===== config.mk =====
export PLATFORM = sky130hd
export DESIGN_NAME = dmem_arbiter_flat
export DESIGN_NICKNAME = d
export VERILOG_FILES = /design/src/rtl/dmem_arbiter_pkg.sv /design/src/rtl/dmem_arbiter_if.sv /design/src/rtl/dmem_arbiter_rr.sv /design/src/rtl/dmem_arbiter.sv /design/src/flat_wrapper.sv
export SDC_FILE = /design/constraint.sdc
export NUM_CORES = 1
export LEC_CHECK = 0
export ABC_AREA = 1
export CORE_UTILIZATION = 43
export CTS_CLUSTER_SIZE = 30
export DETAILED_ROUTE_END_ITERATION = 12
export PLACE_DENSITY = 0.8
export SKIP_CTS_REPAIR_TIMING = 1
export SYNTH_ARGS = -nofsm -noshare
export SYNTH_HDL_FRONTEND = slang
export SYNTH_SLANG_ARGS = --single-unit

===== constraint.sdc =====
create_clock -name clk -period 1.66 [get_ports clk]
set_input_delay 0.249 -clock clk [delete_from_list [all_inputs] [get_ports clk]]
set_output_delay 0.249 -clock clk [all_outputs]
set_load 0.01 [all_outputs]

===== src/rtl/dmem_arbiter_pkg.sv =====
// Shared types and constants for the two-port data-memory arbiter.
// Latency: n/a (types only).
// Backpressure: n/a (types only).
package dmem_arb_pkg;

  localparam int DEF_ADDR_W = 9;
  localparam int DEF_DATA_W = 32;

  // Requester identities; also the index into the one-hot grant vector.
  localparam logic PORT_CPU = 1'b0;
  localparam logic PORT_DBG = 1'b1;

  typedef enum logic [1:0] {
    ST_IDLE   = 2'd0,
    ST_SETUP  = 2'd1,
    ST_STROBE = 2'd2,
    ST_DONE   = 2'd3
  } state_t;

  // Collapse a one-hot 2-bit grant into the winning port number.
  function automatic logic grant_port(input logic [1:0] grant);
    return grant[1] ? PORT_DBG : PORT_CPU;
  endfunction

endpackage


===== src/rtl/dmem_arbiter_if.sv =====
// Requester and memory-side bundle of the data-memory arbiter.
// Latency: n/a (wires only).
// Backpressure: requesters hold req with stable fields until their gnt pulse.
interface dmem_arbiter_if #(
  parameter int ADDR_W = 9,
  parameter int DATA_W = 32
);

  // Port 0: CPU load/store
  logic              p0_req;
  logic              p0_we;
  logic [ADDR_W-1:0] p0_addr;
  logic [DATA_W-1:0] p0_wdata;
  logic              p0_gnt;
  logic              p0_rvalid;
  logic [DATA_W-1:0] p0_rdata;
  logic              p0_fault;

  // Port 1: debug / DMA
  logic              p1_req;
  logic              p1_we;
  logic [ADDR_W-1:0] p1_addr;
  logic [DATA_W-1:0] p1_wdata;
  logic              p1_gnt;
  logic              p1_rvalid;
  logic [DATA_W-1:0] p1_rdata;
  logic              p1_fault;

  // Memory side
  logic              mem_read;
  logic              mem_write;
  logic [ADDR_W-1:0] mem_addr;
  logic [DATA_W-1:0] mem_wdata;
  logic [DATA_W-1:0] mem_rdata;

  // Arbiter view: serves requests and owns the memory strobes.
  modport slave (
    input  p0_req, p0_we, p0_addr, p0_wdata,
    output p0_gnt, p0_rvalid, p0_rdata, p0_fault,
    input  p1_req, p1_we, p1_addr, p1_wdata,
    output p1_gnt, p1_rvalid, p1_rdata, p1_fault,
    output mem_read, mem_write, mem_addr, mem_wdata,
    input  mem_rdata
  );

  // Environment view: requesters plus the memory itself.
  modport master (
    output p0_req, p0_we, p0_addr, p0_wdata,
    input  p0_gnt, p0_rvalid, p0_rdata, p0_fault,
    output p1_req, p1_we, p1_addr, p1_wdata,
    input  p1_gnt, p1_rvalid, p1_rdata, p1_fault,
    input  mem_read, mem_write, mem_addr, mem_wdata,
    output mem_rdata
  );

endinterface


===== src/rtl/dmem_arbiter_rr.sv =====
// Two-way round-robin picker: one-hot grant, alternates when both ports request.
// Latency: grant is combinational from req; pointer moves on the advance cycle.
// Backpressure: none; a non-advanced grant leaves the pointer untouched.
module rr_arbiter2
  import dmem_arb_pkg::*;
(
  input  logic       clk,
  input  logic       rst_n,
  input  logic [1:0] req,
  input  logic       advance,
  output logic [1:0] grant
);

  // Port favoured on a tie; flips to the other port after each grant.
  logic ptr;

  // Single requester always wins; on a tie the pointer decides.
  always_comb begin
    grant = req;
    if (req == 2'b11) begin
      grant = (ptr == PORT_DBG) ? 2'b10 : 2'b01;
    end
  end

  // Favour whichever port was not just served.
  always_ff @(posedge clk or negedge rst_n) begin
    if (!rst_n) begin
      ptr <= PORT_CPU;
    end else if (advance && (grant != 2'b00)) begin
      ptr <= (grant_port(grant) == PORT_CPU) ? PORT_DBG : PORT_CPU;
    end
  end

endmodule


===== src/rtl/dmem_arbiter.sv =====
// Shares one data memory between CPU (port 0) and debug/DMA (port 1) with SETUP/STROBE/DONE sequencing.
// Latency: gnt in cycle T, rvalid in T+3; one access per 4 cycles.
// Backpressure: requests seen only in IDLE; the losing/other port stays pending until a later IDLE.
// Optional: DMEM_RO_FAULT_EN rejects writes into [RO_BASE, RO_LIMIT] with fault=1 and no strobe.
module dmem_arbiter
  import dmem_arb_pkg::*;
#(
  parameter int                ADDR_W   = DEF_ADDR_W,
  parameter int                DATA_W   = DEF_DATA_W,
  parameter logic [ADDR_W-1:0] RO_BASE  = ADDR_W'(256),
  parameter logic [ADDR_W-1:0] RO_LIMIT = ADDR_W'(383)
) (
  input logic          clk,
  input logic          rst_n,
  dmem_arbiter_if.slave bus
);

`ifdef DMEM_RO_FAULT_EN
  localparam bit RO_CHECK = 1'b1;
`else
  localparam bit RO_CHECK = 1'b0;
`endif

  state_t            state;
  logic [1:0]        req;
  logic [1:0]        grant;
  logic              advance;
  logic              lat_port;
  logic              lat_we;
  logic              lat_fault;
  logic              ro_hit;
  logic [ADDR_W-1:0] mem_addr_q;
  logic [DATA_W-1:0] mem_wdata_q;
  logic              mem_read_q;
  logic              mem_write_q;
  logic [1:0]        rvalid_q;
  logic [1:0]        fault_q;
  logic [DATA_W-1:0] rdata0_q;
  logic [DATA_W-1:0] rdata1_q;

  assign req     = {bus.p1_req, bus.p0_req};
  assign advance = (state == ST_IDLE) && (req != 2'b00);

  rr_arbiter2 u_rr (
    .clk     (clk),
    .rst_n   (rst_n),
    .req     (req),
    .advance (advance),
    .grant   (grant)
  );

  // A write landing in the read-only window; constant 0 when the check is compiled out.
  assign ro_hit = RO_CHECK && lat_we &&
                  (mem_addr_q >= RO_BASE) && (mem_addr_q <= RO_LIMIT);

  // Access sequencer: latch on grant, settle address, strobe once, report.
  // A faulted write still spends the strobe slot (strobes held low) so rvalid is always at T+3.
  always_ff @(posedge clk or negedge rst_n) begin
    if (!rst_n) begin
      state       <= ST_IDLE;
      lat_port    <= PORT_CPU;
      lat_we      <= 1'b0;
      lat_fault   <= 1'b0;
      mem_addr_q  <= '0;
      mem_wdata_q <= '0;
      mem_read_q  <= 1'b0;
      mem_write_q <= 1'b0;
      rvalid_q    <= 2'b00;
      fault_q     <= 2'b00;
      rdata0_q    <= '0;
      rdata1_q    <= '0;
    end else begin
      case (state)
        ST_IDLE: begin
          if (advance) begin
            lat_port <= grant_port(grant);
            if (grant_port(grant) == PORT_DBG) begin
              lat_we      <= bus.p1_we;
              mem_addr_q  <= bus.p1_addr;
              mem_wdata_q <= bus.p1_wdata;
            end else begin
              lat_we      <= bus.p0_we;
              mem_addr_q  <= bus.p0_addr;
              mem_wdata_q <= bus.p0_wdata;
            end
            state <= ST_SETUP;
          end
        end
        ST_SETUP: begin
          lat_fault   <= ro_hit;
          mem_read_q  <= !lat_we;
          mem_write_q <= lat_we && !ro_hit;
          state       <= ST_STROBE;
        end
        ST_STROBE: begin
          mem_read_q         <= 1'b0;
          mem_write_q        <= 1'b0;
          rvalid_q[lat_port] <= 1'b1;
          fault_q[lat_port]  <= lat_fault;
          if (lat_port == PORT_DBG) begin
            rdata1_q <= lat_we ? '0 : bus.mem_rdata;
          end else begin
            rdata0_q <= lat_we ? '0 : bus.mem_rdata;
          end
          state <= ST_DONE;
        end
        ST_DONE: begin
          rvalid_q    <= 2'b00;
          fault_q     <= 2'b00;
          rdata0_q    <= '0;
          rdata1_q    <= '0;
          lat_fault   <= 1'b0;
          mem_addr_q  <= '0;
          mem_wdata_q <= '0;
          state       <= ST_IDLE;
        end
        default: begin
          state <= ST_IDLE;
        end
      endcase
    end
  end

  // Grant must land in the same IDLE cycle the request is seen, hence combinational.
  assign bus.p0_gnt    = advance && grant[PORT_CPU];
  assign bus.p1_gnt    = advance && grant[PORT_DBG];

  assign bus.p0_rvalid = rvalid_q[PORT_CPU];
  assign bus.p1_rvalid = rvalid_q[PORT_DBG];
  assign bus.p0_fault  = fault_q[PORT_CPU];
  assign bus.p1_fault  = fault_q[PORT_DBG];
  assign bus.p0_rdata  = rdata0_q;
  assign bus.p1_rdata  = rdata1_q;

  assign bus.mem_read  = mem_read_q;
  assign bus.mem_write = mem_write_q;
  assign bus.mem_addr  = mem_addr_q;
  assign bus.mem_wdata = mem_wdata_q;

endmodule


===== src/flat_wrapper.sv =====
// flat-port wrapper written by rule: the top's interface ports become plain ports
module dmem_arbiter_flat import dmem_arb_pkg::*;
#(
  parameter int                ADDR_W   = DEF_ADDR_W,
  parameter int                DATA_W   = DEF_DATA_W,
  parameter logic [ADDR_W-1:0] RO_BASE  = ADDR_W'(256),
  parameter logic [ADDR_W-1:0] RO_LIMIT = ADDR_W'(383)
)
  (clk, rst_n, bus_p0_req, bus_p0_we, bus_p0_addr, bus_p0_wdata, bus_p0_gnt, bus_p0_rvalid, bus_p0_rdata, bus_p0_fault, bus_p1_req, bus_p1_we, bus_p1_addr, bus_p1_wdata, bus_p1_gnt, bus_p1_rvalid, bus_p1_rdata, bus_p1_fault, bus_mem_read, bus_mem_write, bus_mem_addr, bus_mem_wdata, bus_mem_rdata);
  dmem_arbiter_if #(.ADDR_W(ADDR_W), .DATA_W(DATA_W)) bus_i ();
  input logic clk;
  input logic rst_n;
  input wire logic [$bits(bus_i.p0_req)-1:0] bus_p0_req;
  input wire logic [$bits(bus_i.p0_we)-1:0] bus_p0_we;
  input wire logic [$bits(bus_i.p0_addr)-1:0] bus_p0_addr;
  input wire logic [$bits(bus_i.p0_wdata)-1:0] bus_p0_wdata;
  output wire logic [$bits(bus_i.p0_gnt)-1:0] bus_p0_gnt;
  output wire logic [$bits(bus_i.p0_rvalid)-1:0] bus_p0_rvalid;
  output wire logic [$bits(bus_i.p0_rdata)-1:0] bus_p0_rdata;
  output wire logic [$bits(bus_i.p0_fault)-1:0] bus_p0_fault;
  input wire logic [$bits(bus_i.p1_req)-1:0] bus_p1_req;
  input wire logic [$bits(bus_i.p1_we)-1:0] bus_p1_we;
  input wire logic [$bits(bus_i.p1_addr)-1:0] bus_p1_addr;
  input wire logic [$bits(bus_i.p1_wdata)-1:0] bus_p1_wdata;
  output wire logic [$bits(bus_i.p1_gnt)-1:0] bus_p1_gnt;
  output wire logic [$bits(bus_i.p1_rvalid)-1:0] bus_p1_rvalid;
  output wire logic [$bits(bus_i.p1_rdata)-1:0] bus_p1_rdata;
  output wire logic [$bits(bus_i.p1_fault)-1:0] bus_p1_fault;
  output wire logic [$bits(bus_i.mem_read)-1:0] bus_mem_read;
  output wire logic [$bits(bus_i.mem_write)-1:0] bus_mem_write;
  output wire logic [$bits(bus_i.mem_addr)-1:0] bus_mem_addr;
  output wire logic [$bits(bus_i.mem_wdata)-1:0] bus_mem_wdata;
  input wire logic [$bits(bus_i.mem_rdata)-1:0] bus_mem_rdata;
  assign bus_i.p0_req = bus_p0_req;
  assign bus_i.p0_we = bus_p0_we;
  assign bus_i.p0_addr = bus_p0_addr;
  assign bus_i.p0_wdata = bus_p0_wdata;
  assign bus_p0_gnt = bus_i.p0_gnt;
  assign bus_p0_rvalid = bus_i.p0_rvalid;
  assign bus_p0_rdata = bus_i.p0_rdata;
  assign bus_p0_fault = bus_i.p0_fault;
  assign bus_i.p1_req = bus_p1_req;
  assign bus_i.p1_we = bus_p1_we;
  assign bus_i.p1_addr = bus_p1_addr;
  assign bus_i.p1_wdata = bus_p1_wdata;
  assign bus_p1_gnt = bus_i.p1_gnt;
  assign bus_p1_rvalid = bus_i.p1_rvalid;
  assign bus_p1_rdata = bus_i.p1_rdata;
  assign bus_p1_fault = bus_i.p1_fault;
  assign bus_mem_read = bus_i.mem_read;
  assign bus_mem_write = bus_i.mem_write;
  assign bus_mem_addr = bus_i.mem_addr;
  assign bus_mem_wdata = bus_i.mem_wdata;
  assign bus_i.mem_rdata = bus_mem_rdata;
  dmem_arbiter #(.ADDR_W(ADDR_W), .DATA_W(DATA_W), .RO_BASE(RO_BASE), .RO_LIMIT(RO_LIMIT)) u_core (.clk(clk), .rst_n(rst_n), .bus(bus_i));
endmodule

==> flow_summary.json <==
{
  "initial_core_util_pct": 44.43,
  "wl_per_cell_um": 14.77,
  "critical_path_buf_inv_count": 4,
  "reg2reg_from": "u_core.state[0]",
  "fmax_mhz": 600.3,
  "chipHeight_um": 116.7,
  "finalCritPeriodShare_pct": 100.4,
  "drcViolationCount": 0,
  "grt_use_total_pct": 25.43,
  "setup_viol": 1,
  "post_synth_num_cell_types": 20,
  "slew_headroom_pct": 68.94,
  "synth_area_leaders": "dfrtp_1, nand2_1, nand3_1",
  "start_kind": "flip-flop",
  "cp_top_family": "flip-flops",
  "synth_seq_area_share_pct": 51.35,
  "synth.top_cells.by_count": "nand2_1, nand3_1, dfrtp_1, inv_1, nand3b_1",
  "r2r_slack_ns": 0.07,
  "port_buffers": 232,
  "drive_above_1_share_pct": 8.566,
  "grt_max_degree": 58,
  "cts_max_path_buffers": 2,
  "p_leak_uw": 0.004502,
  "yosys_register_bits": 116,
  "syn2layout_area_growth_pct": 59.05,
  "ys_warn_count": 0,
  "die_w_um": 116.7,
  "clk_pin_slew_ns": 0.05,
  "totalWireLength_um": 16850,
  "hold_path.class": "input pin to async pin",
  "synth_nets": 844,
  "crit_start": "u_core.state[0]",
  "fin_crit_ns": 1.666,
  "tns_ns": -0.005908,
  "rsz0062_at_grt": "yes",
  "p_per_area_nw_per_um2": 1790,
  "endpoint": "bus_p0_gnt",
  "cp_slowest_cell": "dfrtp_1",
  "yosysMostFrequentCell": "nand2_1",
  "skew_ns": 0.01321,
  "detail-route-antenna-nets": 0,
  "die-area_um2": 13610,
  "p_total_uw": 16100,
  "clk_latency_ns": 0.41,
  "dp_hpwl_um": 11560,
  "synth_flop_cell": "dfrtp_1",
  "cp_data_required_time_ns": 1.41,
  "grtUsageMet2_pct": 42.29,
  "ff2ff_path_depth": 9,
  "row_count": 41,
  "busiest_layer": "met2",
  "cap_violations": 0,
  "synth_cells": 720,
  "r2r_end": "u_core.bus.mem_addr[6]",
  "tritoncts": "built",
  "status": "finished with violations",
  "use_met3_pct": 9.549,
  "cp_num_cells": 7,
  "worstMarginPinSlew_ns": 0.4659,
  "arrival_ns": 1.42,
  "first_iter_violations": 384,
  "drv_slew": 0,
  "netlist.area_leader.share_pct": 51.35,
  "end_kind": "output port",
  "path_cells": "inv_2 -> ha_4 -> inv_4 -> nor2_4 -> inv_2 -> a21oi_2 -> buf_2",
  "violations": "negative setup slack",
  "met1_usage_pct": 30.68,
  "synth_top_area_cell": "dfrtp_1",
  "antenna_found_initial": 0,
  "placeableCoreArea_um2": 12720,
  "grt_pass1_wl_um": 26590,
  "cp_max_fo": 3,
  "ios": 233,
  "clock_sinks": 116,
  "diodes": 0,
  "crit_top_cell": "inv_2",
  "grt_pass1_vias": 5428,
  "gp_congestion": 0.7863,
  "synth-async-reset-ratio_pct": 100.0,
  "peakVddDrop_mv": 1.208,
  "netlist_area_um2": 5653,
  "htree_levels": 4,
  "vias": 5623,
  "grt_remaining_overflow": 0,
  "crit_path_max_incr_delay_ns": 0.38,
  "hold_slack_ns": 0.3318,
  "postSynthAreaPerCell_um2": 7.851,
  "path_class": "flip-flop to output port",
  "final_nets": 1080,
  "root_buffer": "clkbuf_16",
  "viasPerCell": 4.928,
  "pre_cts_ws_ns": -0.2559,
  "timing_hold_violations_final": 0,
  "cts_buffers": 17,
  "setup_ws_ns": -0.005908,
  "drtPass1Iterations": 4,
  "synth-edff-count": 0
}
## stage by stage
stage	cell area, um2	std cells	utilization, %
final	8991	1141	70.67
after global routing	8991	1141	70.67
after CTS	8924	1137	70.14
after detailed placement	8300	1105	65.24
after global placement	8300	1105	65.24
after floorplan	5653	720	-
## registers in the layout (all words and copies together), names as in the netlist
signal	cells
u_core.bus.mem_addr	9
u_core.bus.mem_read	1
u_core.bus.mem_wdata	32
u_core.bus.mem_write	1
u_core.bus.p0_rdata	32
u_core.bus.p1_rdata	32
u_core.fault_q	2
u_core.lat_port	1
u_core.lat_we	1
u_core.rvalid_q	2
u_core.state	2
u_core.u_rr.ptr	1
## kinds of logic after synthesis
group	count (synthesis)	synth area share [%]
buf+inv	105	8.057
fa+ha+maj	4	0.8854
flops	116	51.35
simple gates	485	38.73
compound gates	10	0.9738
## power by group
part / switching, uW / internal (uW) / total (uW)
logic: 4140 / 3650 / 7790
clock network: 1270 / 2560 / 3820
registers: 568 / 3910 / 4480
total: 5980 / 10100 / 16100
## how the worst min path moves through the flow
stage / to / slack (ns) / cells past startpoint
4_1_cts: u_core.bus.p0_rdata[16] / -0.24 / 1
2_1_floorplan: u_core.bus.mem_addr[0] / -0.05 / 0
5_1_grt: u_core.bus.p0_rdata[16] / 0.36 / 2
3_5_place_dp: u_core.bus.p1_rdata[15] / 0.20 / 1
3_3_place_gp: u_core.bus.p0_rdata[11] / 0.20 / 1
6_report: u_core.bus.p0_rdata[16] / 0.33 / 2
## cell type report
class | count | area (um2)
Clock buffer | 24 | 501.7
Clock inverter | 8 | 121.4
Fill cell | 1055 | 3731
Inverter | 54 | 205.2
Multi-Input combinational cell | 499 | 2328
Sequential cell | 116 | 2903
Tap cell | 172 | 215.2
Timing Repair Buffer | 268 | 2716
## placed cells by master (no fill, tap or decap), types with 2 or more instances in the layout
cell type / count
buf_2: 2
o21ai_0: 3
inv_1: 50
nand3b_1: 42
nand2_1: 255
a21oi_1: 3
clkinv_2: 3
buf_12: 10
clkbuf_8: 5
nand3_1: 147
nor2_1: 34
nand2_2: 3
clkbuf_16: 17
nor2_4: 3
bufinv_16: 3
dfrtp_1: 116
buf_6: 3
clkdlybuf4s50_1: 228
o22ai_1: 2
clkbuf_1: 2
buf_4: 24
ha_1: 2
inv_2: 3
## metal layers
layer	wire length (um)	share of wire (%)	up-vias
li1	-	-	2761
met1	6901	41	2609
met2	8057	48	231
met3	1662	9.9	22
met4	232	1.4	0
met5	0	0	-
No activity file was read; power rests on OpenSTA's default activity.
